[src/rtl/dmem_arbiter.sv]
`default_nettype none
// +----------------------------------------------------------------------------+
// | dmem_arbiter : two-port arbiter (CPU / loader) onto single-port data RAM    |
// | Rev 1.0 - initial release                                                  |
// +----------------------------------------------------------------------------+
module dmem_arbiter #(
  parameter int ADDR_W   = 14,
  parameter bit RR_EN    = 1'b1,
  parameter int LOCK_MAX = 16
) (
  input  logic              clock,
  input  logic              reset,
  input  logic              p0_req,
  input  logic              p0_we,
  input  logic              p0_lock,
  input  logic [31:0]       p0_addr,
  input  logic [31:0]       p0_wdata,
  output logic              p0_gnt,
  output logic              p0_rvalid,
  output logic [31:0]       p0_rdata,
  output logic              p0_err,
  input  logic              p1_req,
  input  logic              p1_we,
  input  logic              p1_lock,
  input  logic [31:0]       p1_addr,
  input  logic [31:0]       p1_wdata,
  output logic              p1_gnt,
  output logic              p1_rvalid,
  output logic [31:0]       p1_rdata,
  output logic              p1_err,
  output logic              ram_we,
  output logic [ADDR_W-1:0] ram_addr,
  output logic [31:0]       ram_din,
  input  logic [31:0]       ram_dout
);

  localparam logic [7:0] c_lock_max = 8'(LOCK_MAX);

  logic       r_last;
  logic       r_owner_vld;
  logic       r_owner;
  logic [7:0] r_lock_cnt;
  logic [1:0] r_rd_pend;
  logic [1:0] r_err_pend;

  logic        w_owner_req;
  logic        w_other_req;
  logic        w_locked;
  logic        w_force;
  logic        w_any;
  logic        w_win;
  logic [31:0] w_addr;
  logic        w_we;
  logic        w_lock;
  logic        w_legal;

  assign w_owner_req = r_owner ? p1_req : p0_req;
  assign w_other_req = r_owner ? p0_req : p1_req;
  assign w_locked    = r_owner_vld & w_owner_req;
  assign w_force     = w_locked & (r_lock_cnt == c_lock_max) & w_other_req;

  always_comb begin
    w_any = 1'b0;
    w_win = 1'b0;
    if (!reset) begin
      if (w_locked && !w_force) begin
        w_any = 1'b1;
        w_win = r_owner;
      end else if (w_force) begin
        w_any = 1'b1;
        w_win = ~r_owner;
      end else if (p0_req && p1_req) begin
        w_any = 1'b1;
        w_win = RR_EN ? ~r_last : 1'b0;
      end else if (p0_req) begin
        w_any = 1'b1;
        w_win = 1'b0;
      end else if (p1_req) begin
        w_any = 1'b1;
        w_win = 1'b1;
      end
    end
  end

  // With no grant w_win stays 0, so the RAM bus idles on port 0's values.
  assign w_addr  = w_win ? p1_addr : p0_addr;
  assign w_we    = w_win ? p1_we   : p0_we;
  assign w_lock  = w_win ? p1_lock : p0_lock;
  assign w_legal = (w_addr[1:0] == 2'b00) && (w_addr[31:ADDR_W+2] == '0);

  assign p0_gnt   = w_any & ~w_win;
  assign p1_gnt   = w_any &  w_win;
  assign ram_we   = w_any & w_we & w_legal;
  assign ram_addr = w_addr[ADDR_W+1:2];
  assign ram_din  = w_win ? p1_wdata : p0_wdata;

  always_ff @(posedge clock) begin
    if (reset) begin
      r_last      <= 1'b1;
      r_owner_vld <= 1'b0;
      r_owner     <= 1'b0;
      r_lock_cnt  <= 8'd0;
      r_rd_pend   <= 2'b00;
      r_err_pend  <= 2'b00;
    end else begin
      r_rd_pend  <= {p1_gnt & ~p1_we, p0_gnt & ~p0_we};
      r_err_pend <= {p1_gnt & ~w_legal, p0_gnt & ~w_legal};
      if (w_any) begin
        r_last <= w_win;
        if (w_lock) begin
          r_owner     <= w_win;
          r_owner_vld <= 1'b1;
          if (r_owner_vld && (r_owner == w_win)) begin
            if (r_lock_cnt < c_lock_max) r_lock_cnt <= r_lock_cnt + 8'd1;
          end else begin
            r_lock_cnt <= 8'd1;
          end
        end else begin
          r_owner_vld <= 1'b0;
          r_lock_cnt  <= 8'd0;
        end
      end else begin
        // No grant implies nobody (including any owner) is requesting.
        r_owner_vld <= 1'b0;
        r_lock_cnt  <= 8'd0;
      end
    end
  end

  // An illegal read still returns rvalid, but with zeroed data.
  assign p0_rvalid = r_rd_pend[0];
  assign p1_rvalid = r_rd_pend[1];
  assign p0_rdata  = (r_rd_pend[0] & ~r_err_pend[0]) ? ram_dout : 32'd0;
  assign p1_rdata  = (r_rd_pend[1] & ~r_err_pend[1]) ? ram_dout : 32'd0;
  assign p0_err    = r_err_pend[0];
  assign p1_err    = r_err_pend[1];

endmodule
`default_nettype wire

[config.mk]
export PLATFORM = sky130hd
export DESIGN_NAME = dmem_arbiter
export DESIGN_NICKNAME = d
export VERILOG_FILES = /design/src/rtl/dmem_arbiter.sv
export SDC_FILE = /design/constraint.sdc
export NUM_CORES = 1
export LEC_CHECK = 0
export BUFFER_PORTS_ARGS = -buffer_cell sky130_fd_sc_hd__buf_2
export CAP_MARGIN = 0
export CORE_AREA = 5 5 108 110
export DETAILED_ROUTE_END_ITERATION = 10
export DIE_AREA = 0 0 113 115
export GPL_ROUTABILITY_DRIVEN = 0
export PLACE_DENSITY = 0.57
export SYNTH_ARGS = -nofsm -noshare
export SYNTH_HDL_FRONTEND = slang
export SYNTH_SLANG_ARGS = --single-unit
[constraint.sdc]
create_clock -name clock -period 2.54 [get_ports clock]
set_clock_uncertainty 0.2 [all_clocks]
set_input_delay 0.381 -clock clock [delete_from_list [all_inputs] [get_ports clock]]
set_output_delay 0.381 -clock clock [all_outputs]
set_load 0.02 [all_outputs]
==> impl_metrics.ini <==
[global_routing]
grt_overflow = 0
first_global_vias = 2816
antenna_found_initial = 0
grt_max_degree = 33
grt_pass1_wl_mm = 15.1
grt_usage = 0.143

[cts]
htreeDepth = 1
ctsHoldBuffers = 0
cts_tree = built
clockBufferDepth = 2
insertion_delay_ns = 0.24
path_clk_slew_ns = 0.06
cts_made_buffers = 3
cts_sinks = 15
clockRootBuffer = clkbuf_8

[logic_synthesis]
synth_most_common_cell = and2_1
synthDistinctLibCells = 37
synthCells = 216
synth_edf_count = 0
syn_area_um2 = 2030
yosys-top-cells-count = and2_1 (64), mux2_4 (42), dfxtp_1 (15)
ys_ff_latch = 15
syn_nets = 386
synth_area_per_cell_um2 = 9.41
synth-seq-area-share = 0.148
synthTopCellsByArea = mux2_4 (31%), and2_1 (20%), dfxtp_1 (15%)
synthArstFlopShare = 0
ys.flop_type = dfxtp_1
yosys.area.top_type = mux2_4
yosys.area.top_type_share = 0.310
synth_warnings = 0

[sta]
finalHoldViolCount = 0
worst_slack_ns = -0.255
period_minus_slack_ns = 2.80
fmax_ghz = 0.358
rsz0062_at_grt = yes
slew_viol_final = 0
worstMarginPinSlew_ns = 0.363
holdWs_ns = 0.105
finalCritPeriodShare = 1.10
setup_viol = 48
relSlewSlack = 0.756
tns_ns = -10.89

[drt]
drt_iter0_drc = 102
dr.pass1.iters = 4
totalWireLength_mm = 10.8
ant_nets = 0
via_per_inst = 4.24
wl_per_cell_um = 16.2
remaining_drc_errors = 0
route.vias.total = 2828

[pwr]
powerDensity_nw_per_um2 = 307
p_leak_nw = 2.37
peakVddDrop_mv = 0.250

[outcome]
violations = negative setup slack
status = finished, violations left

[critical_path]
arrival_ns = 2.21
max_stage_delay_ns = 0.33
crit_type = reg2out
cp-start-kind = register
end_kind = output port
slowest_stage = dfxtp_2
path_max_fanout = 8
cp_cell_sequence = inv_2 > ha_4 > and4bb_1 > a31o_1 > a21o_1 > and2_4 > buf_12 > mux2_4 > buf_6
critPathRequiredTime_ns = 1.96

[layout]
stdcell_count = 667
drive_gt1_frac = 0.728
syn_to_final_growth_pct = 108
nets = 697

[place]
port_buffers = 284
numPlacedInstances = 652
hpwl_mm = 9.16

[die]
io_pins = 285
start_util = 0.192
core_area_um2 = 10600
fp.dieW_um = 113
rows = 38
die_area_um2 = 13000
die_h_um = 115

[min_path]
min_path_type = in2reg

[run]
cap_violations = 0
## cells by family after synthesis
logic type / share of synthesized area
multiplexers: 0.337
adder cells (fa/ha/maj): 0.0123
buffers and inverters: 0.0806
AO/OA/AOI/OAI: 0.0622
flip-flops: 0.148
XOR/XNOR: 0.0129
AND/OR/NAND/NOR: 0.347
## area by class of cell
type	count	area, um2
fillers	1045	6360
repair buffers	319	2080
multi-input cells	182	1610
flip-flops and latches	15	303
well taps	140	175
clock buffers	3	41.3
inverters	6	22.5
clock inverters	1	5.00
diodes	1	2.50
## metal layers
metal,global-route usage,up-vias,part of all wire
met1,0.172,1322,0.39
li1,-,1382,-
met4,0.0224,0,0.015
met5,0,-,0
met2,0.265,110,0.53
met3,0.0347,14,0.068
## metrics by stage
step | total power [mW] | cell area, um2 | util | worst slack, ns
floorplan | 0.682 | 2050 | - | 0.0210
global placement | 0.952 | 3720 | 0.351 | -0.0725
detailed placement | 0.959 | 3720 | 0.351 | -0.101
CTS | 1.28 | 4140 | 0.390 | -0.285
global route | 1.37 | 4240 | 0.400 | -0.343
finish | 1.30 | 4240 | 0.400 | -0.255
## what timing repair did
| action | CTS | global route |
|---|---|---|
| gates cloned | 2 | 1 |
| setup buffers | 4 | 4 |
| gates resized for setup | 100 | 16 |
| pin swaps | 4 | 4 |
| endpoints found under the setup margin | 49 | 49 |
## final timing paths
| kind | start | slack, ns | endpoint | cells past startpoint |
|---|---|---|---|---|
| min reg2reg | r_lock_cnt[7] | 0.29 | r_lock_cnt[7] | 1 |
| min | p1_we | 0.10 | r_rd_pend[1] | 2 |
| max | r_lock_cnt[0] | -0.26 | ram_din[19] | 9 |
| max reg2reg | r_lock_cnt[0] | 0.31 | r_lock_cnt[0] | 9 |
## cell usage in the layout, fill, tap and decap left out, types with 2 or more instances in the layout
cell and instances:
buf_4 25, nand4_1 4, nand3_1 5, nor4_2 2, clkbuf_8 3, o21ai_0 2, dfxtp_1 13, a21oi_1 3
nand2_1 4, a41oi_1 2, and2_4 2, dfxtp_2 2, nor3_1 5, buf_2 235, nor3b_1 3, or4_1 2
inv_1 4, nor2b_1 6, inv_2 2, nor2_1 4, buf_6 55, xor2_1 2, and2_1 64, nor4_1 9
buf_12 2, mux2_4 46
## registers in the layout (all words and copies together) (netlist names)
register and flops:
r_owner_vld 1, r_lock_cnt 8, r_err_pend 2, r_owner 1
r_rd_pend 2, r_last 1
## where the power goes
group / leakage, nW / internal (mW) / switching, mW / total (mW)
sequential: 0.123 / 0.247 / 0.00821 / 0.255
combinational: 2.22 / 0.470 / 0.386 / 0.856
clock: 0.0255 / 0.108 / 0.0823 / 0.191
total: 2.37 / 0.825 / 0.477 / 1.30
## critical path, delay by kind of cell (launching register included)
family,cells,cell delay (ns)
AO/OA/AOI/OAI,2,0.40
AND/OR/NAND/NOR,2,0.44
flip-flops,1,0.33
multiplexers,1,0.30
buffers and inverters,3,0.34
adder cells (fa/ha/maj),1,0.15
(Power assumes the default switching activity.)
